`config.mk`:
```
export PLATFORM = sky130hd
export DESIGN_NAME = ysyx_25030081_lsu
export DESIGN_NICKNAME = d
export VERILOG_FILES = /design/src/rtl/ysyx_25030081_lsu.sv
export SDC_FILE = /design/constraint.sdc
export NUM_CORES = 1
export LEC_CHECK = 0
export BUFFER_PORTS_ARGS = -buffer_cell sky130_fd_sc_hd__buf_2
export CAP_MARGIN = 20
export CORE_AREA = 2 2 132 134
export DETAILED_ROUTE_END_ITERATION = 10
export DIE_AREA = 0 0 134 136
export GPL_TIMING_DRIVEN = 1
export PLACE_DENSITY = 0.72
export REMOVE_ABC_BUFFERS = 1
export SLEW_MARGIN = 10
export SYNTH_ARGS = -nofsm -noshare
export SYNTH_HDL_FRONTEND = slang
export SYNTH_SLANG_ARGS = --single-unit
```
`constraint.sdc`:
```
create_clock -name clk -period 3.7 [get_ports clk]
set_input_delay 0.185 -clock clk [delete_from_list [all_inputs] [get_ports clk]]
set_output_delay 0.185 -clock clk [all_outputs]
set_load 0.1 [all_outputs]
```
`src/rtl/ysyx_25030081_lsu.sv`:
```
// Load/store unit that turns one core memory request into a valid/ready bus request.
// It handles byte-lane steering, load extension, alignment and legality errors, and a response timeout.
module ysyx_25030081_lsu #(
  parameter int unsigned TIMEOUT = 255
) (
  input  logic        clk,
  input  logic        rst_n,
  input  logic        mem_ren,
  input  logic        mem_wen,
  input  logic [2:0]  mem_op,
  input  logic [31:0] addr,
  input  logic [31:0] wdata,
  output logic [31:0] rdata,
  output logic        done,
  output logic        err,
  output logic        busy,
  output logic        req_valid,
  input  logic        req_ready,
  output logic [31:0] req_addr,
  output logic        req_wen,
  output logic [3:0]  req_wmask,
  output logic [31:0] req_wdata,
  input  logic        rsp_valid,
  input  logic [31:0] rsp_rdata
);

  typedef enum logic [1:0] {IDLE, REQ, WAIT_RSP, DONE} state_e;

  state_e      state_q, state_d;
  logic [2:0]  op_q, op_d;
  logic [31:0] addr_q, addr_d;
  logic [31:0] wdata_q, wdata_d;
  logic [31:0] rdata_q, rdata_d;
  logic        store_q, store_d;
  logic        err_q, err_d;
  logic [15:0] cnt_q, cnt_d;

  logic        legal_load, legal_store, op_ok, misaligned;
  logic [16:0] cnt_inc;
  logic [7:0]  ld_byte;
  logic [15:0] ld_half;
  logic [31:0] ld_ext;
  logic [3:0]  wmask;
  logic [31:0] wdata_lanes;

  // Decode of the incoming request; only consulted in IDLE.
  assign legal_load  = !(mem_op == 3'b011 || mem_op[2:1] == 2'b11);
  assign legal_store = !mem_op[2] && (mem_op[1:0] != 2'b11);
  assign op_ok       = (mem_ren && !mem_wen && legal_load) || (mem_wen && !mem_ren && legal_store);
  assign misaligned  = (mem_op[1:0] == 2'b01 && addr[0]) || (mem_op[1:0] == 2'b10 && addr[1:0] != 2'b00);

  assign cnt_inc = {1'b0, cnt_q} + 17'd1;

  always_comb begin
    // NOTE: every combinational output gets a default first so no path can infer a latch.
    ld_byte = 8'h00;
    ld_half = addr_q[1] ? rsp_rdata[31:16] : rsp_rdata[15:0];
    ld_ext  = rsp_rdata;
    case (addr_q[1:0])
      2'd0:    ld_byte = rsp_rdata[7:0];
      2'd1:    ld_byte = rsp_rdata[15:8];
      2'd2:    ld_byte = rsp_rdata[23:16];
      default: ld_byte = rsp_rdata[31:24];
    endcase
    case (op_q[1:0])
      2'b00:   ld_ext = {{24{~op_q[2] & ld_byte[7]}}, ld_byte};
      2'b01:   ld_ext = {{16{~op_q[2] & ld_half[15]}}, ld_half};
      default: ld_ext = rsp_rdata;
    endcase
  end

  always_comb begin
    wmask       = 4'b1111;
    wdata_lanes = wdata_q;
    case (op_q[1:0])
      2'b00: begin
        wmask       = 4'b0001 << addr_q[1:0];
        wdata_lanes = {4{wdata_q[7:0]}};
      end
      2'b01: begin
        wmask       = 4'b0011 << addr_q[1:0];
        wdata_lanes = {2{wdata_q[15:0]}};
      end
      default: ;
    endcase
  end

  always_comb begin
    state_d = state_q;
    op_d    = op_q;
    addr_d  = addr_q;
    wdata_d = wdata_q;
    rdata_d = rdata_q;
    store_d = store_q;
    err_d   = err_q;
    cnt_d   = cnt_q;
    case (state_q)
      IDLE: begin
        if (mem_ren || mem_wen) begin
          op_d    = mem_op;
          addr_d  = addr;
          wdata_d = wdata;
          store_d = mem_wen;
          rdata_d = 32'h0;
          cnt_d   = 16'h0;
          if (!op_ok || misaligned) begin
            err_d   = 1'b1;
            state_d = DONE;
          end else begin
            err_d   = 1'b0;
            state_d = REQ;
          end
        end
      end
      REQ: begin
        if (req_ready) begin
          cnt_d   = 16'h0;
          state_d = WAIT_RSP;
        end
      end
      WAIT_RSP: begin
        if (rsp_valid) begin
          err_d   = 1'b0;
          rdata_d = store_q ? 32'h0 : ld_ext;
          state_d = DONE;
        end else if (cnt_inc == 17'(TIMEOUT)) begin
          err_d   = 1'b1;
          rdata_d = 32'h0;
          state_d = DONE;
        end else begin
          cnt_d = cnt_inc[15:0];
        end
      end
      DONE:    state_d = IDLE;
      default: state_d = IDLE;
    endcase
  end

  always_ff @(posedge clk) begin
    // NOTE: state registers use non-blocking assignments so all flops update from pre-edge values.
    if (!rst_n) begin
      state_q <= IDLE;
      op_q    <= 3'b000;
      addr_q  <= 32'h0;
      wdata_q <= 32'h0;
      rdata_q <= 32'h0;
      store_q <= 1'b0;
      err_q   <= 1'b0;
      cnt_q   <= 16'h0;
    end else begin
      state_q <= state_d;
      op_q    <= op_d;
      addr_q  <= addr_d;
      wdata_q <= wdata_d;
      rdata_q <= rdata_d;
      store_q <= store_d;
      err_q   <= err_d;
      cnt_q   <= cnt_d;
    end
  end

  // Outputs are gated by state, so everything reads zero outside the phase where it is meaningful.
  assign busy      = (state_q != IDLE);
  assign done      = (state_q == DONE);
  assign err       = done && err_q;
  assign rdata     = done ? rdata_q : 32'h0;
  assign req_valid = (state_q == REQ);
  assign req_addr  = req_valid ? {addr_q[31:2], 2'b00} : 32'h0;
  assign req_wen   = req_valid && store_q;
  assign req_wmask = req_wen ? wmask : 4'b0000;
  assign req_wdata = req_wen ? wdata_lanes : 32'h0;

endmodule

```
==> run metrics <==
number of buffers added by the clock tree synthesis step 17; worst-skew pair later-pin latency around 0.42 ns; final antenna-violating net count 0; Synth top area share 36.1%; count of pins on the block boundary 210; Hold WS 0.0123 ns; total detailed-routing wirelength between 15 and 20 mm; Cell Pwr Density roughly 640 nW/um^2; signed area change from the synthesized netlist to the final layout 27.1%; master cell of the clock root buffer clkbuf_16; switching portion of total power between 40% and 50%; setup repair after global routing missed its margin no; Hold Crit Endpoint wdata_q[11]; Final min period between 3 and 4 ns; kind of path behind the tightest hold check primary input to flop; capture point of the worst reg-to-reg path cnt_q[6]; part of the total power dissipated in sequential elements 31.2%; Int Pwr 3.14 mW; average wire per cell in the routed design around 15 microns; proportion of layout cells with a drive suffix above 1 about a quarter; placed cell count roughly 1.2k; critical path data required time around 4 ns; endpoint kind of the worst setup timing path flop; fin crit share between 90% and 100%; number of enable-type register cells in the synthesized netlist 0; largest fanout of any net on the critical path 10; Std-Cell Rows 48; floorplan die width around 130 microns; commonest cells in the synthesized netlist nand2_1, dfxtp_1, a21boi_0, and2_1, mux2i_1; fraction of registers with async set or reset after synthesis 0%; Worst setup SP type flop; number of warning messages in the yosys log 0; post-synth design cell area approximately 6600 sq um; Post-Syn Instances between 800 and 900; worst slack, placed between 0.3 and 0.4 ns; CTS Hold Buffers Added 6; Die Height ~140 microns; Worst Clk Skew between 0.007 and 0.008 ns; sequential-to-total area share from yosys stat between 30 and 40%; main flop type after synthesis dfxtp_1; Layout Nets between 1k and 1.5k; global-route wire length before repair 30.1 mm; final core area utilization 49.7%; sinks on the clock net ~120; detail-routed via count per cell approximately 5.1; clock transition at the registers of the reported paths around 0.060 ns; worst path setup slack after routing between 0.3 and 0.4 ns; Clock H-tree levels 4; WP data arrival about 3.7 ns; global routing usage summed across all routing layers 20.6%; Unique masters post-synth 64; clock network fraction of design power approximately a third; final estimated routing congestion in global placement between 0.8 and 0.9; area of the core roughly 17,000 sq um; detailed-placement wirelength estimate approximately 13 mm; synthesized area per cell between 7 and 8 sq um; number of global-route vias before repair about 5.9k; max-slew violations 0; Hold Violations, Final 0; number of standard cells in the layout, taps in and fillers out between 1k and 1.5k; die area between 15,000 and 20,000 sq um; number of remaining DRC errors 0; maximum vdd drop 0.322 mV; highest clock frequency the design can meet between 200 and 300 MHz; first-pass iteration count of the detailed router 7; count of instances resized after the clock tree is built 0; number of port buffers roughly 210; pin slew with the least headroom to its limit approximately 1.0 ns; beginning of the worst hold path wdata[11]; normalized max-slew margin between 30% and 40%; Setup CP Type flop to flop; post-route standard cell area excluding fillers 8390 sq um; maximum capacitance violations 0; clock tree from TritonCTS yes; Finish-stage setup viols 0; area post-placement between 7000 and 8000 sq um; cell type contributing the most total cell area after synthesis dfxtp_1; postcts setup bufs 0; net switching power figure around 2.2 mW; source of the worst register-to-register timing path cnt_q[0]; static power due to leakage between 3 and 4 nW; total design power 5.34 mW; run status complete, no violations; Remaining Overflow, GRT 0; leading cell types by total area after synthesis dfxtp_1, nand2_1, a21boi_0, mux2i_1, and2_1; Initial DRC Count 398; layout filler cell count ~1.7k; vias after detailed routing approximately 6.5k; leading cell type by number of instances after synthesis nand2_1; initial core utilization roughly two fifths; minimum setup slack among reg-to-reg paths 0.33 ns; largest net degree at the start of global routing between 80 and 90; share of power burned in combinational logic a little over a third; summed negative setup slack over all endpoints 0 ns; flop and latch count out of synthesis 119; maximum count of clock buffers along a single path 2; Hold Crit Depth 3; reg2reg path depth 9; initial antenna violation count 4
## worst max path at each step
stage | start | to
final | cnt_q[0] | cnt_q[6]
after detailed placement | cnt_q[1] | cnt_q[6]
after floorplan | state_q[1] | req_wmask[1]
after global placement | cnt_q[0] | cnt_q[6]
after CTS | cnt_q[0] | cnt_q[6]
after global routing | cnt_q[0] | cnt_q[10]
## power groups by stage
| stage | sequential, mW | clock [mW] | combinational [mW] |
|---|---|---|---|
| finish | 1.66 | 1.73 | 1.94 |
| global route | 1.70 | 1.81 | 2.12 |
| CTS | 1.66 | 1.76 | 1.97 |
| detailed placement | 1.69 | 0 | 1.96 |
| global placement | 1.68 | 0 | 1.94 |
| floorplan | 1.66 | 0 | 1.44 |
## layout make-up
| class | instances | area, sq um | area share (%) |
|---|---|---|---|
| sequential | 119 | 2380 | 28.4 |
| clock inverter | 14 | 175 | 2.09 |
| timing repair buffer | 225 | 1190 | 14.1 |
| antenna | 2 | 5.00 | 0.0597 |
| multi-input combinational | 647 | 3840 | 45.8 |
| inverter | 21 | 78.8 | 0.940 |
| clock buffer | 18 | 439 | 5.24 |
| tap | 225 | 282 | 3.36 |
## placed cells by master (no fill, tap or decap), types with 9 or more instances in the layout
cell	n
a21boi_0	70
a21oi_1	26
and2_1	66
and3_1	10
buf_2	207
buf_4	12
clkbuf_16	17
dfxtp_1	118
inv_1	21
mux2i_1	51
nand2_1	225
nand3_1	9
nor2_1	46
o21ai_0	31
or2_2	9
## metal layers
layer  routed length (microns)  GRT usage, %
met4                       354          7.45
met5                        23             0
met3                      1680          6.94
met1                      8220          25.8
met2                      8540          32.9
## cells by family (layout without fill, tap and decap cells)
group	after synthesis	in the layout	synth area share, %
buffers and inverters	88	278	6.22
xor gates and xnor gates	5	5	0.663
adders and majority gates	6	6	1.14
DFF	119	119	36.1
and+or+nand+nor	398	398	27.9
AOI/OAI and AO/OA	183	183	19.7
muxes	53	53	8.24
other	1	4	0.0568
## flip-flops by register name, summed over array words and instances, names as in the netlist
signal   cells
cnt_q       16
state_q      2
op_q         3
wdata_q     32
addr_q      32
rdata_q     32
store_q      1
err_q        1
## worst max-delay path, cell delays in order, from the launching register on
cell and delay (ns):
dfxtp_1 0.49, ha_1 0.38, nand3_1 0.21, or4_1 0.63, xnor2_1 0.15, or4_1 0.63
o211ai_2 0.38, buf_4 0.21, a21oi_1 0.04, a21o_1 0.15
Power figures use the tool's default switching activity.
